File: config.mk
export PLATFORM = sky130hd
export DESIGN_NAME = hps_sample_capture_ctrl_flat
export DESIGN_NICKNAME = d
export VERILOG_FILES = /design/src/rtl/hps_sample_capture_ctrl_if.sv /design/src/rtl/hps_sample_capture_ctrl.sv /design/src/flat_wrapper.sv
export SDC_FILE = /design/constraint.sdc
export NUM_CORES = 2
export LEC_CHECK = 0
export CORE_UTILIZATION = 55
export DETAILED_ROUTE_END_ITERATION = 10
export GPL_ROUTABILITY_DRIVEN = 0
export MAX_ROUTING_LAYER = met4
export PLACE_DENSITY_LB_ADDON = 0.15
export SYNTH_ARGS = -nofsm -noshare
export SYNTH_HDL_FRONTEND = slang
export SYNTH_SLANG_ARGS = --single-unit
File: constraint.sdc
create_clock -name clk -period 6.78 [get_ports clk]
set_input_delay 1.356 -clock clk [delete_from_list [all_inputs] [get_ports clk]]
set_output_delay 1.356 -clock clk [all_outputs]
set_load 0.005 [all_outputs]
File: src/rtl/hps_sample_capture_ctrl_if.sv
// Avalon-MM slave bus bundle for the sample capture controller.
// The master drives address and strobes; the slave returns readdata.
interface hps_sample_capture_ctrl_if;
  logic [2:0]  address;
  logic        read;
  logic        write;
  logic [31:0] writedata;
  logic [31:0] readdata;

  modport master (
    output address, read, write, writedata,
    input  readdata
  );

  modport slave (
    input  address, read, write, writedata,
    output readdata
  );
endinterface

File: src/rtl/hps_sample_capture_ctrl.sv
// Threshold-triggered ADC capture buffer drained over Avalon-MM.
// Define CAPTURE_IRQ_EN to build the capture-complete interrupt.
module hps_sample_capture_ctrl #(
  parameter int DATA_W = 9,
  parameter int DEPTH  = 256,
  parameter int CNT_W  = 13
) (
  input  logic                     clk,
  input  logic                     reset,
  hps_sample_capture_ctrl_if.slave avs,
  input  logic [DATA_W-1:0]        sample_in,
  input  logic                     sample_valid,
  output logic                     irq
);

  localparam int AW = (DEPTH > 1) ? $clog2(DEPTH) : 1;

  typedef enum logic [1:0] {
    S_IDLE    = 2'd0,
    S_ARMED   = 2'd1,
    S_CAPTURE = 2'd2,
    S_DONE    = 2'd3
  } state_t;

  state_t            state_q, state_d;
  logic [DATA_W-1:0] thresh_q, thresh_d;
  logic [CNT_W-1:0]  length_q, length_d;
  logic [CNT_W-1:0]  count_q, count_d;
  logic [AW-1:0]     wr_ptr_q, wr_ptr_d;
  logic [AW-1:0]     rd_ptr_q, rd_ptr_d;
  logic              below_q, below_d;
  logic              irq_en_q, irq_en_d;
  logic              irq_q, irq_d;
  logic [31:0]       rdata_q, rdata_d;

  logic [DATA_W-1:0] mem [DEPTH];
  logic [DATA_W-1:0] head_q;
  logic              mem_we;
  logic              wr_ctrl, arm, abort, pop;

  assign avs.readdata = rdata_q;
  assign irq          = irq_q;

  // Next-state for the sequencer, register file, irq and read data.
  always_comb begin
    state_d  = state_q;
    thresh_d = thresh_q;
    length_d = length_q;
    count_d  = count_q;
    wr_ptr_d = wr_ptr_q;
    rd_ptr_d = rd_ptr_q;
    below_d  = below_q;
    irq_en_d = irq_en_q;
    irq_d    = irq_q;
    rdata_d  = rdata_q;
    mem_we   = 1'b0;

    wr_ctrl = avs.write && (avs.address == 3'd0);
    arm     = wr_ctrl && avs.writedata[0];
    abort   = wr_ctrl && avs.writedata[1];
    pop     = avs.read && (avs.address == 3'd4) &&
              (state_q == S_DONE) && !abort &&
              (count_q != '0);

    unique case (state_q)
      S_IDLE: begin
        if (arm) begin
          wr_ptr_d = '0;
          rd_ptr_d = '0;
          count_d  = '0;
          below_d  = 1'b0;
          state_d  = S_ARMED;
        end
      end
      S_ARMED: begin
        if (sample_valid) begin
          below_d = sample_in < thresh_q;
          if (below_q && sample_in >= thresh_q) begin
            mem_we   = 1'b1;
            wr_ptr_d = wr_ptr_q + AW'(1);
            count_d  = CNT_W'(1);
            state_d  = (length_q == CNT_W'(1)) ?
                       S_DONE : S_CAPTURE;
          end
        end
      end
      S_CAPTURE: begin
        if (sample_valid) begin
          mem_we   = 1'b1;
          wr_ptr_d = wr_ptr_q + AW'(1);
          count_d  = count_q + CNT_W'(1);
          if (count_q + CNT_W'(1) == length_q)
            state_d = S_DONE;
        end
      end
      S_DONE: begin
        if (pop) begin
          rd_ptr_d = rd_ptr_q + AW'(1);
          count_d  = count_q - CNT_W'(1);
          if (count_q == CNT_W'(1))
            state_d = S_IDLE;
        end
      end
      default: state_d = S_IDLE;
    endcase

    if (abort) begin
      state_d  = S_IDLE;
      count_d  = '0;
      wr_ptr_d = '0;
      rd_ptr_d = '0;
      below_d  = 1'b0;
    end

    if (avs.write && state_q == S_IDLE) begin
      if (avs.address == 3'd1)
        thresh_d = avs.writedata[DATA_W-1:0];
      if (avs.address == 3'd2) begin
        if (avs.writedata == 32'd0)
          length_d = CNT_W'(1);
        else if (avs.writedata > 32'(DEPTH))
          length_d = CNT_W'(DEPTH);
        else
          length_d = avs.writedata[CNT_W-1:0];
      end
    end

`ifdef CAPTURE_IRQ_EN
    if (wr_ctrl)
      irq_en_d = avs.writedata[2];
    if (state_q == S_DONE && state_d != S_DONE)
      irq_d = 1'b0;
    if (wr_ctrl && avs.writedata[3])
      irq_d = 1'b0;
    if (state_q != S_DONE && state_d == S_DONE && irq_en_d)
      irq_d = 1'b1;
    if (abort || !irq_en_d)
      irq_d = 1'b0;
`else
    irq_en_d = 1'b0;
    irq_d    = 1'b0;
`endif

    if (avs.read) begin
      rdata_d = '0;
      unique case (1'b1)
        avs.address == 3'd0: rdata_d[2] = irq_en_q;
        avs.address == 3'd1: rdata_d[DATA_W-1:0] = thresh_q;
        avs.address == 3'd2: rdata_d[CNT_W-1:0] = length_q;
        avs.address == 3'd3: begin
          rdata_d[1:0]       = state_q;
          rdata_d[CNT_W+7:8] = count_q;
          rdata_d[31]        = irq_q;
        end
        avs.address == 3'd4: begin
          if (pop) begin
            rdata_d[31]         = 1'b1;
            rdata_d[DATA_W-1:0] = head_q;
          end
        end
        default: rdata_d = '0;
      endcase
    end
  end

  // Control and status flops.
  always_ff @(posedge clk) begin
    if (reset) begin
      state_q  <= S_IDLE;
      thresh_q <= '0;
      length_q <= CNT_W'(DEPTH);
      count_q  <= '0;
      wr_ptr_q <= '0;
      rd_ptr_q <= '0;
      below_q  <= 1'b0;
      irq_en_q <= 1'b0;
      irq_q    <= 1'b0;
      rdata_q  <= '0;
    end else begin
      state_q  <= state_d;
      thresh_q <= thresh_d;
      length_q <= length_d;
      count_q  <= count_d;
      wr_ptr_q <= wr_ptr_d;
      rd_ptr_q <= rd_ptr_d;
      below_q  <= below_d;
      irq_en_q <= irq_en_d;
      irq_q    <= irq_d;
      rdata_q  <= rdata_d;
    end
  end

  // Sample RAM; head word prefetched at the next read pointer,
  // bypassing a same-edge write so a just-stored sample is seen.
  always_ff @(posedge clk) begin
    if (mem_we)
      mem[wr_ptr_q] <= sample_in;
    if (mem_we && wr_ptr_q == rd_ptr_d)
      head_q <= sample_in;
    else
      head_q <= mem[rd_ptr_d];
  end

endmodule

File: src/flat_wrapper.sv
// flat-port wrapper written by rule: the top's interface ports become plain ports
module hps_sample_capture_ctrl_flat 
#(
  parameter int DATA_W = 9,
  parameter int DEPTH  = 256,
  parameter int CNT_W  = 13
)
  (clk, reset, sample_in, sample_valid, irq, avs_address, avs_read, avs_write, avs_writedata, avs_readdata);
  hps_sample_capture_ctrl_if avs_i ();
  input  logic clk;
  input  logic reset;
  input  logic [DATA_W-1:0] sample_in;
  input  logic sample_valid;
  output logic irq;
  input wire logic [$bits(avs_i.address)-1:0] avs_address;
  input wire logic [$bits(avs_i.read)-1:0] avs_read;
  input wire logic [$bits(avs_i.write)-1:0] avs_write;
  input wire logic [$bits(avs_i.writedata)-1:0] avs_writedata;
  output wire logic [$bits(avs_i.readdata)-1:0] avs_readdata;
  assign avs_i.address = avs_address;
  assign avs_i.read = avs_read;
  assign avs_i.write = avs_write;
  assign avs_i.writedata = avs_writedata;
  assign avs_readdata = avs_i.readdata;
  hps_sample_capture_ctrl #(.DATA_W(DATA_W), .DEPTH(DEPTH), .CNT_W(CNT_W)) u_core (.clk(clk), .reset(reset), .avs(avs_i), .sample_in(sample_in), .sample_valid(sample_valid), .irq(irq));
endmodule
== Word-level counts from Yosys, hierarchy flattened ==
Memory sizes are Yosys's and may differ from the RTL's. A register that Yosys moved wholly into a read port is not among the register bits.
Index checks and enable logic that the tools add are counted.
Widths: inputs -> output; s select.
Operators by class
  order comparisons: 3
  reduce and logical (&&, ||, !) cells: 23
  eq/ne operators: 17
  add/subtract/negate cells: 4
  muxes and demuxes: 44
Operator list (count)
  $mux 13: 7
  $mux 8: 8
  $pmux 13 s4: 1
  $gt 32x9->1 const B: 1
  $logic_not 32->1: 1
  $eq 13x1->1 const B: 2
  $pmux 8 s3: 1
  $add 8x1->8 const B: 2
  $pmux 2 s4: 2
  $pmux 8 s2: 1
  $pmux 5 s3: 1
  $mux 2: 7
  $add 13x1->13 const B: 1
  $eq 13x13->1: 1
  $reduce_bool 13->1: 1
  $sub 13x1->13 const B: 1
  $mux 1: 10
  $reduce_and 5->1: 2
  $ge 9x9->1: 1
  $logic_and 1x1->1: 9
  $lt 9x9->1: 1
  $mux 9: 1
  $ne 2x1->1 const B: 4
  $pmux 4 s2: 1
  other kinds (18): 24
Word-level totals
  memory bits (writable): 2304
  register bits: 76
  memories: 1
  input port bits: 49
Memories
  u_core.mem: depth 256, width 9, read ports 1, clocked after memory_dff 1, wr ports 1, RTL line hps_sample_capture_ctrl.sv:36  | logic [DATA_W-1:0] mem [DEPTH];

== Depth between registers and ports, before layout ==
  word-level depth: 9
  depth in mapped cells: 13

== Least setup slack after synthesis ==
Ideal clock, no wire load.
  path kind: input to register
  from: input port sample_in[6]
  to: memory u_core.mem[86][0], enable pin
  arrival: 3.841 ns
  setup slack: 2.565 ns
  buffers on the path: 2
  stages on the path: 9
  cell sequence: ha_1 nand2_1 or4_1 a31oi_2 o211ai_2 or4b_1 clkbuf_1 buf_2 nor2_1
Between the ends
  word-level cells in the longest chain between the ends: 7
RTL lines
  from (decl): RTL line flat_wrapper.sv:12  | input logic [DATA_W-1:0] sample_in;
  $ge 9x9->1: RTL line hps_sample_capture_ctrl.sv:78  | if (below_q && sample_in >= thresh_q) begin
  $logic_and 1x1->1: RTL line hps_sample_capture_ctrl.sv:78
  $mux 1: RTL line hps_sample_capture_ctrl.sv:78
  $mux 1: RTL line hps_sample_capture_ctrl.sv:76  | if (sample_valid) begin
  $pmux 1 s2: RTL line hps_sample_capture_ctrl.sv:65  | unique case (state_q)
  $mux 1: RTL line hps_sample_capture_ctrl.sv:196  | if (mem_we)
  $mux 1 (not written as such): RTL line hps_sample_capture_ctrl.sv:197  | mem[wr_ptr_q] <= sample_in;
  to (decl): RTL line hps_sample_capture_ctrl.sv:36
No other way between the ends.

== Worst setup path after layout ==
  from: input port sample_in[1]
  to: memory u_core.mem[49][0], enable pin
The elaborated chain is that of the path after synthesis.

==> metrics.md <==
| Metric | Value |
|---|---|
| Status | finished clean |
| Setup CP Type | primary input to flip-flop |
| Number of port buffers | 70 |
| Tmin final | 4750 ps |
| Final Setup Violations | 0 |
| Hold_buf cts | 0 |
| CP max stage delay | ~790 ps |
| CTS tree | built |
| Post-Syn Instances | approximately 4800 |
| DIE WIDTH | approximately 420 um |
| Post-Syn Area | 94700 um2 |
| EDFF count, synth | about 2300 |
| Largest net degree at the start of global routing | between 150 and 200 |
| Leak | approximately 31 nW |
| CTS sink cnt | around 2400 |
| RSZ-0062 raised after global routing | no |
| Total power | 29.4 mW |
| CP arrival | around 5300 ps |
| Post-synth top cells | edfxtp_1, mux4_2, nor2_1 |
| Final Max Tran Viols | 0 |
| Largest cells by area after synthesis | edfxtp_1, mux4_2, dfxtp_1, mux2i_1, nor2_1 |
| Top cell type's share of synthesized area | approximately three quarters |
| Drt drc | 0 |
| CP required | approximately 7300 ps |
| DRT Pass-1 Iters | 10 |
| # resized after CTS | 0 |
| DR iter-0 viols | 7828 |
| Clk_lat worst skew | between 800 and 900 ps |
| Worst min path class | flip-flop to flip-flop |
| Fillers | approximately 12000 |
| Vias per cell | 6.67 |
| First-pass GRT wire length | 365 mm |
| Number of synthesis warnings | 0 |
| F_max | 211 MHz |
| Clock root buffer | clkbuf_16 |
| Layout cell share with drive strength beyond 1 | 21.3% |
| Clock Skew | 42.9 ps |
| Total setup buffers inserted after CTS | 0 |
| Net count, final | about 5000 |
| Hold Slack | roughly 480 ps |
| Worst-path clk slew | 60 ps |
| Final wirelength | between 200 and 300 mm |
| CP max stage cell | o41ai_2 |
| Core Box Area | about 170000 um2 |
| Crit path cell chain | clkbuf_8 -> ha_1 -> nand2b_1 -> a211oi_1 -> o41ai_2 -> a31oi_2 -> o211ai_2 -> buf_4 -> or3_1 -> nor2_1 |
| Final Hold Violating Endpoints | 0 |
| Clock Path Buffers | 3 |
| HPWL after detailed placement | approximately 160 mm |
| Layout Cells excl Fill | around 7400 |
| H-tree depth | 4 |
| Yosys top cell by area | edfxtp_1 |
| Crit. End Element | flip-flop |
| GRT Util Overall | 30.9% |
| Dpl cells | 6965 |
| Num CTS Buffers | 227 |
| Number of vias in the routed layout | around 50000 |
| Syn avg cell area | 19.9 um2 |
| Worst slew margin | under 10% |
| Floorplan row count | around 150 |
| Async SR Flop Fraction | 0% |
| Seq cells post-synth | roughly 2400 |
| Sequential cell area fraction in the yosys report | 74.8% |
| Total negative slack | 0 ps |
| Peak supply drop | 243 uV |
| Pre-CTS setup slack | roughly 1200 ps |
| Initial Util | a little under three fifths |
| Distinct cells, synth | 87 |
| CP startpoint kind | primary input |
| Die height | 417 um |
| Initial antenna violation count | 10 |
| Pwr Density | 280 nW/um2 |
| Vias in the first global route | roughly 48000 |
| Worst Max-Slew Pin Slew | 1410 ps |
| MaxCap Viol Count | 0 |
| Area Growth Syn to Fin | 11.0% |
| Final worst slack | approximately 2000 ps |
| Ports | 82 |
| CP max FO | 48 |
| Count leader, synth | edfxtp_1 |
| Die footprint | ~170000 um2 |
| Post-DRT Antenna Nets | 0 |
| WL/cell | roughly 35 um |
| GRT overflow | 0 |
| Period utilization | 70.0% |
| Top_reg_cell synth | edfxtp_1 |
[layout make-up]
cell class	count	area, um2	area share [%]
Sequential cell	2388	70900	67.4
Timing Repair Buffer	185	1820	1.73
Tap cell	2295	2870	2.73
Clock inverter	136	1280	1.22
Inverter	31	120	0.114
Clock buffer	285	5980	5.69
Multi-Input combinational cell	2066	22200	21.1
Antenna cell	9	22.5	0.0214
[routing by layer]
| layer | vias to the layer above | wire length, um | track usage [%] |
|---|---|---|---|
| li1 | 19900 | - | - |
| met1 | 25900 | 103000 | 44.3 |
| met2 | 3104 | 119000 | 44.8 |
| met3 | 443 | 28100 | 6.71 |
| met4 | 0 | 9040 | 9.92 |
| met5 | - | 0 | - |
[worst max-delay path, delay by kind of cell]
family	cells	cell delay [ps]
compound gates	4	1720
fa+ha+maj	1	330
buf+inv	2	660
simple gates	3	1180
[worst paths after layout]
path,slack (ps),from,cells past startpoint,end
max reg2reg,2100,u_core.state_q[1],6,u_core.mem[42][6]
max,2030,sample_in[1],10,u_core.mem[49][0]
min reg2reg,480,u_core.avs.readdata[31],2,u_core.avs.readdata[31]
min,480,u_core.avs.readdata[31],2,u_core.avs.readdata[31]
[stage by stage]
stage	utilization [%]	area, um2
3_3_place_gp	57.5	97900
3_5_place_dp	57.5	97900
2_1_floorplan	-	94800
5_1_grt	61.8	105000
6_report	61.8	105000
4_1_cts	61.8	105000
[cells by family after synthesis]
group / count (synthesis) / share of synthesized area (%)
flip-flops: 2388 / 74.8
adder cells (fa/ha/maj): 22 / 0.291
XOR/XNOR: 32 / 0.310
other: 1 / 0.00396
multiplexers: 756 / 15.7
AO/OA/AOI/OAI: 387 / 2.83
AND/OR/NAND/NOR: 858 / 4.15
buffers and inverters: 318 / 1.87
[placed cells by master (no fill, tap or decap), types with 18 or more instances in the layout]
cell,Yosys,routed
mux2_2,30,30
nand2_1,182,182
nor3_1,28,27
clkinv_1,1,58
and2_1,20,20
o22ai_1,48,48
mux2i_1,142,142
nor4_1,20,19
ha_1,22,22
clkinv_2,0,35
clkdlybuf4s50_1,0,60
o21ai_0,42,42
nand3_1,95,95
xnor2_1,21,21
buf_12,2,18
inv_1,30,29
buf_4,54,97
a211oi_1,31,31
nor2_1,367,365
dfxtp_1,84,78
mux4_2,584,584
a21oi_1,84,84
bufinv_16,0,19
a22oi_1,52,52
nand2b_1,19,19
clkbuf_16,0,230
nor2b_1,40,38
clkbuf_1,112,53
edfxtp_1,2304,2304
[sequential cells by signal, summed over array words and instances, names as in the netlist, named ones only]
| register | cells |
|---|---|
| u_core.thresh_q | 9 |
| u_core.below_q | 1 |
| u_core.wr_ptr_q | 8 |
| u_core.rd_ptr_q | 8 |
| u_core.count_q | 13 |
| u_core.mem | 2304 |
| u_core.state_q | 2 |
| u_core.length_q | 13 |
| u_core.avs.readdata | 22 |
[where the power goes]
| group | internal [mW] | leakage (nW) | switching (mW) |
|---|---|---|---|
| combinational | 0.132 | 6.52 | 0.637 |
| clock | 6.98 | 3.52 | 5.51 |
| sequential | 16.2 | 21.4 | 0.0189 |
| total | 23.3 | 31.4 | 6.17 |
Note: power is estimated with default switching activity, not from simulation.
